`src/rtl/dmc_master.sv`:
```
// Command initiator for the dual-memory controller: turns write, read and block-copy commands
// into the mem_select/write_enable/add_ex/data_ex cycle sequence and captures read data.
module dmc_master #(
  parameter int unsigned AW     = 8,
  parameter int unsigned DW     = 8,
  parameter int unsigned RD_LAT = 1
) (
  input  logic          clk,
  input  logic          rst_n,
  input  logic          cmd_valid,
  output logic          cmd_ready,
  input  logic [1:0]    cmd_op,
  input  logic          cmd_sel,
  input  logic [AW-1:0] cmd_addr,
  input  logic [AW-1:0] cmd_addr2,
  input  logic [7:0]    cmd_len,
  input  logic [DW-1:0] cmd_wdata,
  output logic          rsp_valid,
  output logic [DW-1:0] rsp_data,
  output logic          done,
  output logic          busy,
  output logic          mem_select,
  output logic          write_enable,
  output logic [AW-1:0] add_ex,
  output logic [DW-1:0] data_ex,
  input  logic [DW-1:0] data_in
);

  typedef enum logic [2:0] {StIdle, StWrite, StRead, StCpRd, StCpWr, StFin} state_e;

  localparam logic [2:0] LatLast = 3'(RD_LAT);

  state_e        state_q;
  logic [2:0]    lat_q;
  logic [7:0]    idx_q;
  logic [7:0]    len_q;
  logic          sel_q;
  logic [AW-1:0] addr_q;
  logic [AW-1:0] addr2_q;
  logic          ready_q;
  logic          done_q;
  logic          rsp_valid_q;
  logic [DW-1:0] rsp_data_q;
  logic          mem_select_q;
  logic          we_q;
  logic [AW-1:0] add_q;
  logic [DW-1:0] data_q;

  // Outputs for the next state are registered on the transition edge, so every dmc-facing
  // signal is valid for the whole cycle it belongs to.
  always_ff @(posedge clk or negedge rst_n) begin
    if (!rst_n) begin
      state_q      <= StIdle;
      lat_q        <= '0;
      idx_q        <= '0;
      len_q        <= '0;
      sel_q        <= 1'b0;
      addr_q       <= '0;
      addr2_q      <= '0;
      ready_q      <= 1'b0;
      done_q       <= 1'b0;
      rsp_valid_q  <= 1'b0;
      rsp_data_q   <= '0;
      mem_select_q <= 1'b0;
      we_q         <= 1'b0;
      add_q        <= '0;
      data_q       <= '0;
    end else begin
      done_q      <= 1'b0;
      rsp_valid_q <= 1'b0;
      unique case (state_q)
        StIdle: begin
          ready_q <= 1'b1;
          if (cmd_valid && ready_q) begin
            ready_q <= 1'b0;
            sel_q   <= cmd_sel;
            addr_q  <= cmd_addr;
            addr2_q <= cmd_addr2;
            len_q   <= cmd_len;
            idx_q   <= '0;
            lat_q   <= '0;
            unique case (cmd_op)
              2'b00: begin
                state_q      <= StWrite;
                we_q         <= 1'b1;
                mem_select_q <= cmd_sel;
                add_q        <= cmd_addr;
                data_q       <= cmd_wdata;
              end
              2'b01: begin
                state_q      <= StRead;
                mem_select_q <= cmd_sel;
                add_q        <= cmd_addr;
              end
              2'b10: begin
                if (cmd_len == 8'd0) begin
                  state_q <= StFin;
                  done_q  <= 1'b1;
                end else begin
                  state_q      <= StCpRd;
                  mem_select_q <= cmd_sel;
                  add_q        <= cmd_addr;
                end
              end
              2'b11: begin
                state_q <= StFin;
                done_q  <= 1'b1;
              end
            endcase
          end
        end
        StWrite: begin
          state_q      <= StFin;
          done_q       <= 1'b1;
          we_q         <= 1'b0;
          mem_select_q <= 1'b0;
          add_q        <= '0;
          data_q       <= '0;
        end
        StRead: begin
          if (lat_q == LatLast) begin
            state_q      <= StFin;
            done_q       <= 1'b1;
            rsp_valid_q  <= 1'b1;
            rsp_data_q   <= data_in;
            lat_q        <= '0;
            mem_select_q <= 1'b0;
            add_q        <= '0;
          end else begin
            lat_q <= lat_q + 3'd1;
          end
        end
        StCpRd: begin
          if (lat_q == LatLast) begin
            state_q      <= StCpWr;
            lat_q        <= '0;
            data_q       <= data_in;
            we_q         <= 1'b1;
            mem_select_q <= ~sel_q;
            add_q        <= addr2_q + AW'(idx_q);
          end else begin
            lat_q <= lat_q + 3'd1;
          end
        end
        StCpWr: begin
          idx_q  <= idx_q + 8'd1;
          we_q   <= 1'b0;
          data_q <= '0;
          if (idx_q + 8'd1 == len_q) begin
            state_q      <= StFin;
            done_q       <= 1'b1;
            mem_select_q <= 1'b0;
            add_q        <= '0;
          end else begin
            state_q      <= StCpRd;
            mem_select_q <= sel_q;
            add_q        <= addr_q + AW'(idx_q + 8'd1);
          end
        end
        StFin: begin
          state_q <= StIdle;
          ready_q <= 1'b1;
        end
        default: begin
          state_q <= StIdle;
          ready_q <= 1'b1;
        end
      endcase
    end
  end

  assign cmd_ready    = ready_q;
  assign busy         = ~ready_q;
  assign done         = done_q;
  assign rsp_valid    = rsp_valid_q;
  assign rsp_data     = rsp_data_q;
  assign mem_select   = mem_select_q;
  assign write_enable = we_q;
  assign add_ex       = add_q;
  assign data_ex      = data_q;

endmodule

```
`config.mk`:
```
export PLATFORM = sky130hd
export DESIGN_NAME = dmc_master
export DESIGN_NICKNAME = d
export VERILOG_FILES = /design/src/rtl/dmc_master.sv
export SDC_FILE = /design/constraint.sdc
export NUM_CORES = 1
export LEC_CHECK = 0
export ABC_AREA = 1
export CORE_ASPECT_RATIO = 1.75
export CORE_MARGIN = 2
export CORE_UTILIZATION = 52
export CTS_BUF_LIST = sky130_fd_sc_hd__clkbuf_16
export DETAILED_ROUTE_END_ITERATION = 10
export PLACE_DENSITY = 0.8
export SYNTH_ARGS = -nofsm -noshare
export SYNTH_HDL_FRONTEND = slang
export SYNTH_SLANG_ARGS = --single-unit
export TNS_END_PERCENT = 50
```
`constraint.sdc`:
```
create_clock -name clk -period 2.45 [get_ports clk]
set_clock_uncertainty 0.05 [all_clocks]
set_input_delay 0.49 -clock clk [delete_from_list [all_inputs] [get_ports clk]]
set_output_delay 0.49 -clock clk [all_outputs]
set_load 0.02 [all_outputs]
```
# == Yosys cells after proc, flatten, opt, wreduce, memory -nomap -nowiden ==
# Cells that the tools add are included.
# classes
add_sub_neg,4
eq_ne,15
muxes,43
n_bitwise,2
reduce_logical,19
# op_table
operator,n
$mux 8,9
$pmux 8 s5,1
$pmux 8 s2,2
$pmux 8 s3,1
$mux 3,7
$add 8x8->8,2
$pmux 3 s5,1
$mux 1,14
$pmux 3 s4,1
$add 8x1->8 const B,1
$eq 8x8->1,1
$logic_not 8->1,1
$reduce_and 2->1,4
$eq 3x1->1 const B,2
$eq 3x2->1 const B,2
$ne 2x2->1 const B,3
$pmux 1 s2,3
$pmux 3 s2,1
$reduce_and 6->1,1
$reduce_or 2->1,3
$pmux 1 s5,1
$reduce_bool 5->1,1
$eq 2x2->1 const B,2
$pmux 1 s4,1
16 further kinds,18
# totals
regBits,68
input_bits,46
wordCells,98

# == Longest topological paths before layout ==
# logic_depth
ltp_word,5
mapped_depth,17

# == Worst setup path before layout ==
# No wires, ideal clock.
# synth_timing
path_type,register -> register
from,register idx_q[1]
to,"register add_q[7], in the netlist add_ex[7]"
t_arrival_ps,2047
setup_slack_ps,288
stages_incl_launch_ff,16
path_buffers,0
period_less_slack_ps,2162
cell_sequence,dfrtp_1 ha_1 nand2_1 o21ai_0 nand2_1 inv_1 ha_1 a21o_1 nor2_1 nand2_1 nand3b_1 nand2_1 nand3_1 nand3_1 nand2_1 nand2_1
# synth_between
elab_chain_len,4
word_cells_on_any_way,7
cone_classes,add/sub: 3; eq/ne: 1; mux: 3
# synth_lines
item,line,source
"start, declared",35,logic [7:0] idx_q;
"start signal, assigned",146,idx_q <= idx_q + 8'd1;
$add 8x1->8,"149, 157",
$add 8x8->8 or $eq 8x8->1 (tied branches),"157, 149",
$mux 8,149,if (idx_q + 8'd1 == len_q) begin
$pmux 8 s5 (*),71,unique case (state_q)
"end signal, assigned",87,add_q <= cmd_addr;
"end signal, assigned",93,add_q <= cmd_addr;
"end signal, assigned",157,add_q <= addr_q + AW'(idx_q + 8'd1);
"end, declared",46,logic [AW-1:0] add_q;
# Mark *: on every way between the ends. The rest lies on a longest branch, timed or not. The select of a mux whose other input is x is not followed.
# A chain may end at the register's enable or synchronous reset.

# == Worst setup path after layout ==
# layout_timing
from,register idx_q[1]
to,"register add_q[5], in the netlist add_ex[5]"
# The elaborated chain is that of the path after synthesis.

==> impl_metrics.py <==
metrics = {
    "run_status": {
        "status": "finished, final reports clean",
    },
    "grt": {
        "track_usage": 0.2808,
        "grt_max_degree": 29,
        "grt_pass1_vias": 3795,
        "overflow": 0,
        "grt_pass1_wl_um": 18020,
        "antenna_found_initial": 0,
    },
    "critical_path": {
        "worstSetupPathType": "flop to flop",
        "cp.arrival_ps": 2520,
        "r2r_slack_ps": 110,
        "crit_buf_inv": 2,
        "cp_max_fo": 5,
        "critPathLaunchType": "flop",
        "crit_top_cell": "nand2_1",
        "crit_path_cell_trace": "ha_2 -> inv_1 -> nand2_1 -> nand2_1 -> inv_1 -> ha_1 -> a21oi_1 -> nand2_1 -> a21oi_1 -> xor2_1 -> nand3b_1 -> nand2_1 -> nand2_1 -> nand2_1",
        "cp_slowest_cell": "dfrtp_1",
        "end_kind": "flop",
        "cp.required_ps": 2630,
        "crit_family": "simple AND/OR/NAND/NOR gates",
        "slowest_delay_ps": 420,
    },
    "place": {
        "gp_congestion": 0.9626,
        "dp_hpwl_um": 8771,
        "dp_cells": 672,
        "preCtsSetupSlack_ps": 4.893,
        "port_buffers": 75,
    },
    "floorplan": {
        "io_pins": 76,
        "die-area_um2": 8286,
        "die_h_um": 118.9,
        "initial_core_util": 0.5388,
        "rows": 41,
        "die_x_um": 69.68,
        "core-area_um2": 7284,
    },
    "power_and_ir_drop": {
        "p_leak_uw": 0.002632,
        "power.density_nw_per_um2": 466.9,
        "peakVddDrop_uv": 467.7,
    },
    "drt": {
        "drt_pass1_iterations": 5,
        "vias": 3795,
        "wire_per_inst_um": 16.44,
        "wl_um": 11330,
        "detail-route-antenna-nets": 0,
        "drc_errors": 0,
        "drt-initial-drc-count": 255,
        "via_per_inst": 5.508,
    },
    "logic_synthesis": {
        "yosys.area.top_type": "dfrtp_1",
        "yosysMostFrequentCell": "nand2_1",
        "synthCells": 507,
        "synth-edff-count": 0,
        "syn_area_per_cell_um2": 7.742,
        "yosysSeqAreaShare": 0.4335,
        "async_reset_ff_frac": 1.000,
        "yosys.cell_types.count": 37,
        "synth_area_um2": 3925,
        "synth_common_cells": "nand2_1 (173), dfrtp_1 (68), inv_1 (46)",
        "yosysWarnings": 0,
        "netlist_top_cells_area": "dfrtp_1 (43%), nand2_1 (17%), nand3_1 (5.0%)",
        "synth_top_area_share": 0.4335,
        "ys_seq_elements": 68,
        "synthesis.nets": 570,
        "synthFlopType": "dfrtp_1",
    },
    "cts": {
        "clk_latency_ps": 340,
        "cts_tree": "yes",
        "numCtsBuffers": 9,
        "cts_max_level": 3,
        "cts-root-buf": "clkbuf_16",
        "cts.sinks": 68,
        "clock_path_buffers": 2,
        "postCtsHoldBufs": 0,
        "path_clk_slew_ps": 60,
    },
    "sta": {
        "tightest_slew_ps": 588.9,
        "max_freq_mhz": 427.5,
        "slew_headroom": 0.6074,
        "hold_violations": 0,
        "setup_violations": 0,
        "setup_ws_ps": 110.7,
        "slew_violations": 0,
        "period_minus_slack_ps": 2339,
        "finalCritPeriodShare": 0.9548,
    },
    "hold_path": {
        "min_path_type": "input port to async pin",
    },
    "job": {
        "cap_violations": 0,
    },
    "final_layout": {
        "final_cell_count_no_fill": 689,
        "n_antenna_cell": 0,
        "final_nets": 661,
        "post-route-util": 0.7118,
        "final_layout_size_suffix_gt1_frac": 0.09950,
        "fillers": 614,
        "synthToLayoutAreaGrowth_pct": 32.10,
    },
}
## logic make-up (layout without fill, tap and decap cells)
logic type,Yosys count,count (layout),share of synthesized area
XOR/XNOR,9,9,0.02008
flip-flops,68,68,0.4335
AO/OA/AOI/OAI,80,80,0.1208
AND/OR/NAND/NOR,270,270,0.3003
adder cells (fa/ha/maj),17,17,0.05802
buffers and inverters,63,159,0.06726
## per-stage QoR
stage / hold WS (ps) / instance area (um2) / power [uW] / TNS [ps]
2_1_floorplan: 144.4 / 3925 / 1156 / 0
3_3_place_gp: 403.7 / 4863 / 1266 / 0
3_5_place_dp: 410.6 / 4863 / 1267 / 0
4_1_cts: 113.5 / 5131 / 2437 / 0
5_1_grt: 151.4 / 5185 / 2499 / -91.62
6_report: 99.21 / 5185 / 2421 / 0
## state kept, by name (all words and copies together), names as in the netlist, 3 cells and up
register,flops
add_ex,8
addr2_q,8
addr_q,8
data_ex,8
idx_q,8
lat_q,3
len_q,8
rsp_data,8
state_q,3
## cell usage in the layout, fill, tap and decap left out, types with 3 or more instances in the layout
cell,count
buf_12,3
nand4_1,5
nand3b_1,7
a22oi_1,8
a21oi_1,30
dfrtp_1,67
buf_4,14
clkdlybuf4s50_1,74
nand2_1,171
o22ai_1,6
nor2_2,4
nor2_1,29
inv_1,46
nand3_1,39
inv_2,5
clkbuf_16,9
nor2_4,5
ha_1,11
ha_4,3
xor2_1,7
o21ai_0,21
clkinv_2,3
nor3_1,3
## worst paths after layout
kind | to | depth (start not counted) | from
min reg2reg | rsp_data[0] | 2 | rsp_data[0]
max | add_ex[5] | 14 | idx_q[1]
max reg2reg | add_ex[5] | 14 | idx_q[1]
min | rsp_data[7] | 1 | rst_n
max in group asynchronous | addr2_q[0] | 2 | rst_n
min in group clk | rsp_data[0] | 2 | rsp_data[0]
## cell type report
class                           instances  area, um2  area share
Inverter                               51      191.4     0.03692
Tap cell                               86      107.6     0.02075
Clock buffer                            9      225.2     0.04344
Multi-Input combinational cell        376       2004      0.3866
Timing Repair Buffer                   92      910.9      0.1757
Sequential cell                        68       1703      0.3284
Clock inverter                          7      42.54    0.008205
## timing repair
action / 4_1_cts / 5_1_grt
endpoints found under the setup margin: 0 / 4
gates resized for setup: 0 / 8
buffers inserted: 0 / 1
## power breakdown
| group | leakage, uW | internal (uW) | switching [uW] |
|---|---|---|---|
| sequential | 0.000831 | 1120 | 0 |
| combinational | 0.00167 | 74.3 | 48.3 |
| clock | 0.000129 | 678 | 496 |
## per-layer routing
| metal | routed length (um) | GRT usage | part of all wire |
|---|---|---|---|
| met5 | 0 | 0 | 0 |
| met4 | 596 | 0.1707 | 0.053 |
| met3 | 492 | 0.03976 | 0.043 |
| met2 | 6266 | 0.5373 | 0.55 |
| met1 | 3974 | 0.2768 | 0.35 |
Power figures use the tool's default switching activity.
